`src/rtl/mux_n_reg.sv`:
```
// Registered N-input word mux with a one-entry valid/ready output stage.
// Optional macro MUX_ERRCNT_EN adds the err_count port and its saturating counter.
//
// state | meaning
// EMPTY | out_valid=0, out holds no unconsumed word
// FULL  | out_valid=1, out waits for out_ready
module mux_n_reg #(
   parameter int                 WIDTH       = 16,
   parameter int                 NUM_IN      = 4,
   parameter int                 SEL_W       = 3,
   parameter logic [WIDTH-1:0]   DEFAULT_VAL = '0
) (
   input  logic                      clock,
   input  logic                      reset,
   input  logic [NUM_IN*WIDTH-1:0]   in_flat,
   input  logic [SEL_W-1:0]          control,
   input  logic                      in_valid,
   output logic                      in_ready,
   output logic [WIDTH-1:0]          out,
   output logic                      out_valid,
   input  logic                      out_ready,
   output logic                      sel_err,
`ifdef MUX_ERRCNT_EN
   output logic [7:0]                err_count,
`endif
   input  logic                      err_clr
);

   localparam logic [SEL_W:0] NUM_IN_W = NUM_IN[SEL_W:0];

   logic             accept;
   logic             sel_ok;
   logic [WIDTH-1:0] sel_word;

   // No in_valid term here, so there is no combinational path in_valid -> in_ready.
   assign in_ready = !reset && (!out_valid || out_ready);
   assign accept   = in_valid && in_ready;
   assign sel_ok   = {1'b0, control} < NUM_IN_W;

   always_comb begin
      sel_word = DEFAULT_VAL;
      for (int k = 0; k < NUM_IN; k++) begin
         if (sel_ok && (control == SEL_W'(k)))
            sel_word = in_flat[k*WIDTH +: WIDTH];
      end
   end

   always_ff @(posedge clock) begin
      if (reset) begin
         out       <= '0;
         out_valid <= 1'b0;
      end else if (accept) begin
         out       <= sel_word;
         out_valid <= 1'b1;
      end else if (out_ready) begin
         out_valid <= 1'b0;
      end
   end

   // err_clr wins over a same-edge out-of-range accept.
   always_ff @(posedge clock) begin
      if (reset)
         sel_err <= 1'b0;
      else if (err_clr)
         sel_err <= 1'b0;
      else if (accept && !sel_ok)
         sel_err <= 1'b1;
   end

`ifdef MUX_ERRCNT_EN
   always_ff @(posedge clock) begin
      if (reset)
         err_count <= 8'd0;
      else if (err_clr)
         err_count <= 8'd0;
      else if (accept && !sel_ok && (err_count != 8'hFF))
         err_count <= err_count + 8'd1;
   end
`endif

endmodule

```
`config.mk`:
```
export PLATFORM = sky130hd
export DESIGN_NAME = mux_n_reg
export DESIGN_NICKNAME = d
export VERILOG_FILES = /design/src/rtl/mux_n_reg.sv
export SDC_FILE = /design/constraint.sdc
export NUM_CORES = 1
export LEC_CHECK = 0
export ABC_CLOCK_PERIOD_IN_PS = 1200
export CAP_MARGIN = 0
export CORE_UTILIZATION = 28
export DETAILED_ROUTE_END_ITERATION = 8
export PLACE_DENSITY = 0.82
export SETUP_SLACK_MARGIN = 0.5
export SLEW_MARGIN = 20
export SYNTH_ARGS = -nofsm -noshare
export SYNTH_HDL_FRONTEND = slang
export SYNTH_SLANG_ARGS = --single-unit
```
`constraint.sdc`:
```
create_clock -name clock -period 1.2 [get_ports clock]
set_input_delay 0.18 -clock clock [delete_from_list [all_inputs] [get_ports clock]]
set_output_delay 0.18 -clock clock [all_outputs]
set_load 0.1 [all_outputs]
```
==> metrics.md, run 1 <==
| Metric | Value |
|---|---|
| Status | complete, but fails checks |
| Violated checks | setup timing |
| Share of power burned in registers | 36.2% |
| DR iter-0 viols | 30 |
| Core area | 3390 sq um |
| Post-Syn Area | roughly 1000 sq um |
| Clk Latency, worst-skew pair | 0.28 ns |
| Final ANT Viol Nets | 0 |
| Peak VDD IR | 0.356 mV |
| Distinct cells, synth | 14 |
| Cell Rows | 21 |
| Power Density | 762 nW/um^2 |
| M1 WL | 1.27 mm |
| Worst-Margin Slew | 0.269 ns |
| Worst-path clk slew | 0.10 ns |
| CTS Buf Count | 3 |
| Layout cells sized above 1 | approximately 44% |
| Diodes inserted | 0 |
| Largest net degree at the start of global routing | 17 |
| DP Cell Count | 204 |
| Min Tclk post-route | 1.32 ns |
| Placer's final routability congestion estimate | a little over 0.8 |
| Fin nets | 245 |
| Via density per instance | 4.80 |
| Vias in the first global route | between 1000 and 1500 |
| Static Leak | between 0.0009 and 0.001 uW |
| Htree depth | 1 |
| Uppermost routed layer | met4 |
| DR pass1 iterations | 4 |
| Register area | 405 sq um |
| Final WL | 3.47 mm |
| Hpwl dp | 3.05 mm |
| Register area share after synthesis | 36.0% |
| Slew margin rel. | 82.0% |
| Worst path arrival time | 1.14 ns |
| Switch Pwr | roughly 580 uW |
| Core Util, Final | 69.7% |
| Final hold slack | 0.188 ns |
| # port buffers | 90 |
| Internal power | 1220 uW |
| Yosys warns | 0 |
| Critical path peak fanout | 2 |
| CP Class | reg2out |
| Setup violators final | 17 |
| Commonest cells after routing, fill and taps aside | clkdlybuf4s50_1, buf_12, a22o_1 |
| Die Wd | around 62 microns |
| Final Skew | roughly 0.0011 ns |
| Multi-input gate area | 612 sq um |
| Final period util | 110% |
| RSZ-0062 raised after global routing | yes |
| Clock Path Buffers | 2 |
| DP Area | approximately 2200 sq um |
| Initial antenna violation count | 0 |
| Max-cap violations | 0 |
| Met3 wire length | 185 microns |
| Synth Register Bits | 18 |
| TritonCTS clock tree | yes |
| Fin. max-slew vios | 0 |
| Via count | 1046 |
| F_max | 0.756 GHz |
| Final Cell Area | 2360 sq um |
| FILL cells | 248 |
| Finished Layout Cells | 218 |
| Hold Fails Final Rpt | 0 |
| Total gr overflow | 0 |
| Post-route DRC | 0 |
| Metal2 WL | between 1.5 and 2 mm |
| Power after layout | 1800 uW |
| DIE HEIGHT | about 62 microns |
| Mapped Nets | 137 |
| Critical Path RT | 1.02 ns |
| Most common cell after layout, fill and taps aside | clkdlybuf4s50_1 |
| Syn-to-layout area delta | 136% |
| Synthesized instance count | 65 |
| Initial core utilization | 29.6% |
| Io pins | slightly above 90 |
| Combinational power share | 47.0% |
| Worst Setup End Kind | output pin |
| Clk sinks | 18 |
| Drt wl/cell | 15.9 microns |
| CTS Root Cell | clkbuf_4 |
| Worst hold path class | in2reg |
| CP startpoint kind | flop |
| Final WS setup | -0.123 ns |
| Clk pwr share | 16.8% |
| Sw frac | 32.0% |
| First-pass GRT wire length | 5.04 mm |
| Syn Area/Cell | 15.4 sq um |
| Total die area | 3820 sq um |
| Gr usage total | 19.0% |
==> flip-flops by register name, indices dropped and copies added (netlist names) <==
| signal | count |
|---|---|
| out | 16 |
| out_valid | 1 |
| sel_err | 1 |
==> per-layer routing <==
metal	GRT usage [%]	vias to the layer above
li1	-	498
met3	2.28	8
met4	9.52	0
met2	36.7	55
met1	20.1	485
met5	0	-
==> timing repair <==
| item | CTS | global route |
|---|---|---|
| setup buffers | 6 | 4 |
| pin swaps | 7 | 3 |
| endpoints found under the setup margin | 37 | 37 |
| gates resized for setup | 17 | 3 |
| hold buffers | 0 | 0 |
==> cells in the mapped netlist (all sizes together) <==
master  instances  area share, %
nor2b           1           0.62
a31oi           1           0.62
a21oi           1           0.87
mux4           16             38
nand2b          1           0.62
nor3            1           0.50
a22o           16             14
nor4b           1            2.4
buf             6            5.1
dfxtp          18             36
nor2            3            1.1
==> final cells by class <==
| type | instances | area share, % |
|---|---|---|
| timing repair buffer | 109 | 53.4 |
| multi-input combinational | 41 | 25.9 |
| tap | 46 | 2.44 |
| sequential | 18 | 17.2 |
| clock buffer | 4 | 1.11 |
==> power groups by stage <==
stage          clock (uW)  combinational [uW]  sequential [uW]
3_5_place_dp            0                 810              667
2_1_floorplan           0                 200              859
5_1_grt               331                 880              654
3_3_place_gp            0                 796              665
4_1_cts               307                 833              653
6_report              303                 845              651
==> logic make-up after synthesis <==
family | count (synthesis) | share of synthesized area, %
buf+inv | 6 | 5.12
flops | 18 | 36.0
simple gates | 7 | 5.24
mux | 16 | 38.2
compound gates | 18 | 15.5
==> final timing paths <==
| path | endpoint | from | cells after the start | slack (ns) |
|---|---|---|---|---|
| max reg2reg | out[1]$_SDFFE_PP0P_ | out_valid$_SDFFE_PP0P_ | 5 | -0.06 |
| max | in_ready | out_valid$_SDFFE_PP0P_ | 4 | -0.12 |
| min | sel_err$_SDFFE_PP0P_ | reset | 2 | 0.19 |
| min reg2reg | out[4]$_SDFFE_PP0P_ | out[4]$_SDFFE_PP0P_ | 1 | 0.51 |
==> through the flow <==
stage	TNS (ns)	setup WS, ns
final	-0.754	-0.123
after global placement	-8.14	-0.516
after global routing	-1.83	-0.161
after detailed placement	-8.42	-0.535
after floorplan	-1.39	-0.132
after CTS	-0.862	-0.146
==> worst max-delay path, cell delays in order, from the launching register on <==
cell,delay (ns)
dfxtp_4,0.35
nor2b_4,0.12
buf_6,0.12
nor2_4,0.09
buf_12,0.18
Note: power is estimated with default switching activity, not from simulation.
==> run 2, diff against run 1 <==
--- a/config.mk
+++ b/config.mk
@@ -9,9 +9,9 @@
 export CAP_MARGIN = 0
 export CORE_UTILIZATION = 28
 export DETAILED_ROUTE_END_ITERATION = 8
+export GPL_TIMING_DRIVEN = 0
 export PLACE_DENSITY = 0.82
 export SETUP_SLACK_MARGIN = 0.5
-export SLEW_MARGIN = 20
 export SYNTH_ARGS = -nofsm -noshare
 export SYNTH_HDL_FRONTEND = slang
 export SYNTH_SLANG_ARGS = --single-unit
==> run 2 against run 1 <==
Effect of this change:
- the run still ends with setup timing left
- sequential power about the same
- non-clock buffer count down 9
- clock power up 26%
- wire length up 3.8%
- die area unchanged
- critical path depth down 1
- via count unchanged
- clock skew about the same
- hold slack better by 0.17 ns
- setup slack better by 0.055 ns
- cell area down 2.2%
- sequential share of layout area up 0.38 points
- critical endpoint unchanged
- highest routed layer unchanged
==> metrics.md, run 2 (synthesis results as in run 1) <==
| Metric | Value |
|---|---|
| Status | complete, but fails checks |
| Violated checks | setup timing |
| Initial antenna violation count | 0 (unchanged) |
| Slew margin rel. | 75.4% (-6.6 points) |
| Top delay family on crit path | flip-flops |
| Placer's final routability congestion estimate | 0.820 (+0.31%) |
| Setup TNS Final | -0.345 ns (+0.409 ns) |
| DIE HEIGHT | 61.8 microns (unchanged) |
| Critical Path RT | 1.02 ns (about the same) |
| Via count | 1046 (unchanged) |
| Initial core utilization | 29.6% (unchanged) |
| Most common cell after layout, fill and taps aside | clkdlybuf4s50_1 |
| CTS Root Cell | clkbuf_4 |
| Setup violators final | 12 (-5) |
| Clk sinks | 18 (unchanged) |
| Total die area | 3820 sq um (unchanged) |
| Top flop regs | out (16), out_valid (1), sel_err (1) |
| Total gr overflow | 0 (unchanged) |
| Crit path buf inv count | 1 (-1) |
| Vias in the first global route | 1113 (+0.45%) |
| Core area | 3390 sq um (unchanged) |
| Max-cap violations | 0 (unchanged) |
| Final ANT Viol Nets | 0 (unchanged) |
| Post-route DRC | 0 (unchanged) |
| Die Wd | 61.8 microns (unchanged) |
| Power Density | 805 nW/um^2 (+5.8%) |
| Layout cells sized above 1 | 42.3% (-1.3 points) |
| Via density per instance | 5.00 (+4.3%) |
| Final Skew | 0.00115 ns (+0.00000488 ns) |
| Peak VDD IR | 0.408 mV (+15%) |
| Fin. max-slew vios | 0 (unchanged) |
| Commonest cells after routing, fill and taps aside | clkdlybuf4s50_1, buf_12, a22o_1 |
| F_max | 0.789 GHz (+4.3%) |
| TritonCTS clock tree | yes |
| Worst Setup End Kind | output pin |
| CP startpoint kind | flop |
| Io pins | 91 (unchanged) |
| Cell Rows | 21 (unchanged) |
| Worst-path clk slew | 0.10 ns (about the same) |
| Final WS setup | -0.0677 ns (+0.0548 ns) |
| Syn-to-layout area delta | 131% |
| Gr usage total | 19.8% (+0.84 points) |
| Clock Path Buffers | 2 (unchanged) |
| Htree depth | 1 (unchanged) |
| Reg with most FFs | out |
| Drt wl/cell | 17.2 microns (+8.2%) |
| Max reg flops | 16 (unchanged) |
| Fin nets | 236 (-3.7%) |
| Min Tclk post-route | 1.27 ns (-0.0548 ns) |
| Worst-Margin Slew | 0.370 ns (+0.100 ns) |
| Hold Fails Final Rpt | 0 (unchanged) |
| Final WL | 3.60 mm (+3.8%) |
| DR iter-0 viols | 14 (-53%) |
| Hpwl dp | 2.93 mm (-4.0%) |
| Power after layout | 1860 uW (+3.5%) |
| # port buffers | 88 (-2.2%) |
| Critical path peak fanout | 3 (+1) |
| First-pass GRT wire length | 5.33 mm (+5.7%) |
| Largest net degree at the start of global routing | 11 (-6) |
| CP max stage cell | dfxtp_4 |
| Clk Latency, worst-skew pair | 0.30 ns (+0.02 ns) |
| Max incr delay on CP | 0.35 ns (about the same) |
| Worst path arrival time | 1.09 ns (-0.05 ns) |
| Worst hold path class | in2reg |
| CTS Buf Count | 3 (unchanged) |
| CP Class | reg2out |
| Final period util | 106% (-4.6 points) |
| Static Leak | 0.000895 uW (-3.9%) |
| RSZ-0062 raised after global routing | yes |
| Diodes inserted | 0 (unchanged) |
| CP Cell Sequence | nor2b_4 -> nor2_4 -> buf_12 |
| DR pass1 iterations | 4 (unchanged) |
==> run 2: power breakdown <==
group / total, uW / switching (uW) / internal (uW) / leakage [uW]
clock: 383 / 198 / 185 / 0.0000210
combinational: 826 / 373 / 453 / 0.000717
sequential: 652 / 31.4 / 620 / 0.000157
==> run 2: layout make-up <==
class	instances	area, sq um
Timing Repair Buffer	94	1110
Tap cell	46	57.6
Multi-Input combinational cell	41	636
Clock buffer	4	36.3
Sequential cell	18	405
Fill cell	253	1080
Buffer	6	63.8
==> run 2: per-layer routing <==
metal | up-vias | track usage, % | wire length (microns)
met5 | - | 0 | 0
met4 | 0 | 7.62 | 64
met3 | 6 | 3.31 | 226
met2 | 59 | 40.2 | 2050
met1 | 502 | 19.8 | 1250
li1 | 479 | - | -
==> run 2: metrics by stage <==
stage / utilization [%] / hold WS, ns / worst slack (ns) / std cells / cell area (sq um)
finish: 68.2 / 0.362 / -0.0677 / 209 / 2310
global route: 68.2 / 0.380 / -0.117 / 209 / 2310
CTS: 67.4 / 0.349 / -0.0800 / 206 / 2290
detailed placement: 59.1 / 0.464 / -1.05 / 199 / 2000
global placement: 59.1 / 0.462 / -1.01 / 199 / 2000
floorplan: - / 0.243 / -0.132 / 65 / 1060
==> run 2: timing repair <==
item / in CTS / in global routing
gates cloned: 1 / 0
hold buffers: 0 / 0
setup buffers: 2 / 3
pin swaps: 17 / 0
setup endpoints to repair: 37 / 37
gates resized for setup: 188 / 1
==> run 2: worst min-delay path: stages <==
cell and delay [ns]:
buf_2 0.17, mux4_1 0.17, a22o_1 0.12
==> run 2: worst paths after layout <==
check        depth (start not counted)                    from             endpoint  slack (ns)
max                                  3  out_valid$_SDFFE_PP0P_             in_ready       -0.07
min                                  3              control[1]  out[2]$_SDFFE_PP0P_        0.36
max reg2reg                          4  out_valid$_SDFFE_PP0P_  out[3]$_SDFFE_PP0P_       -0.05
min reg2reg                          1     out[4]$_SDFFE_PP0P_  out[4]$_SDFFE_PP0P_        0.51
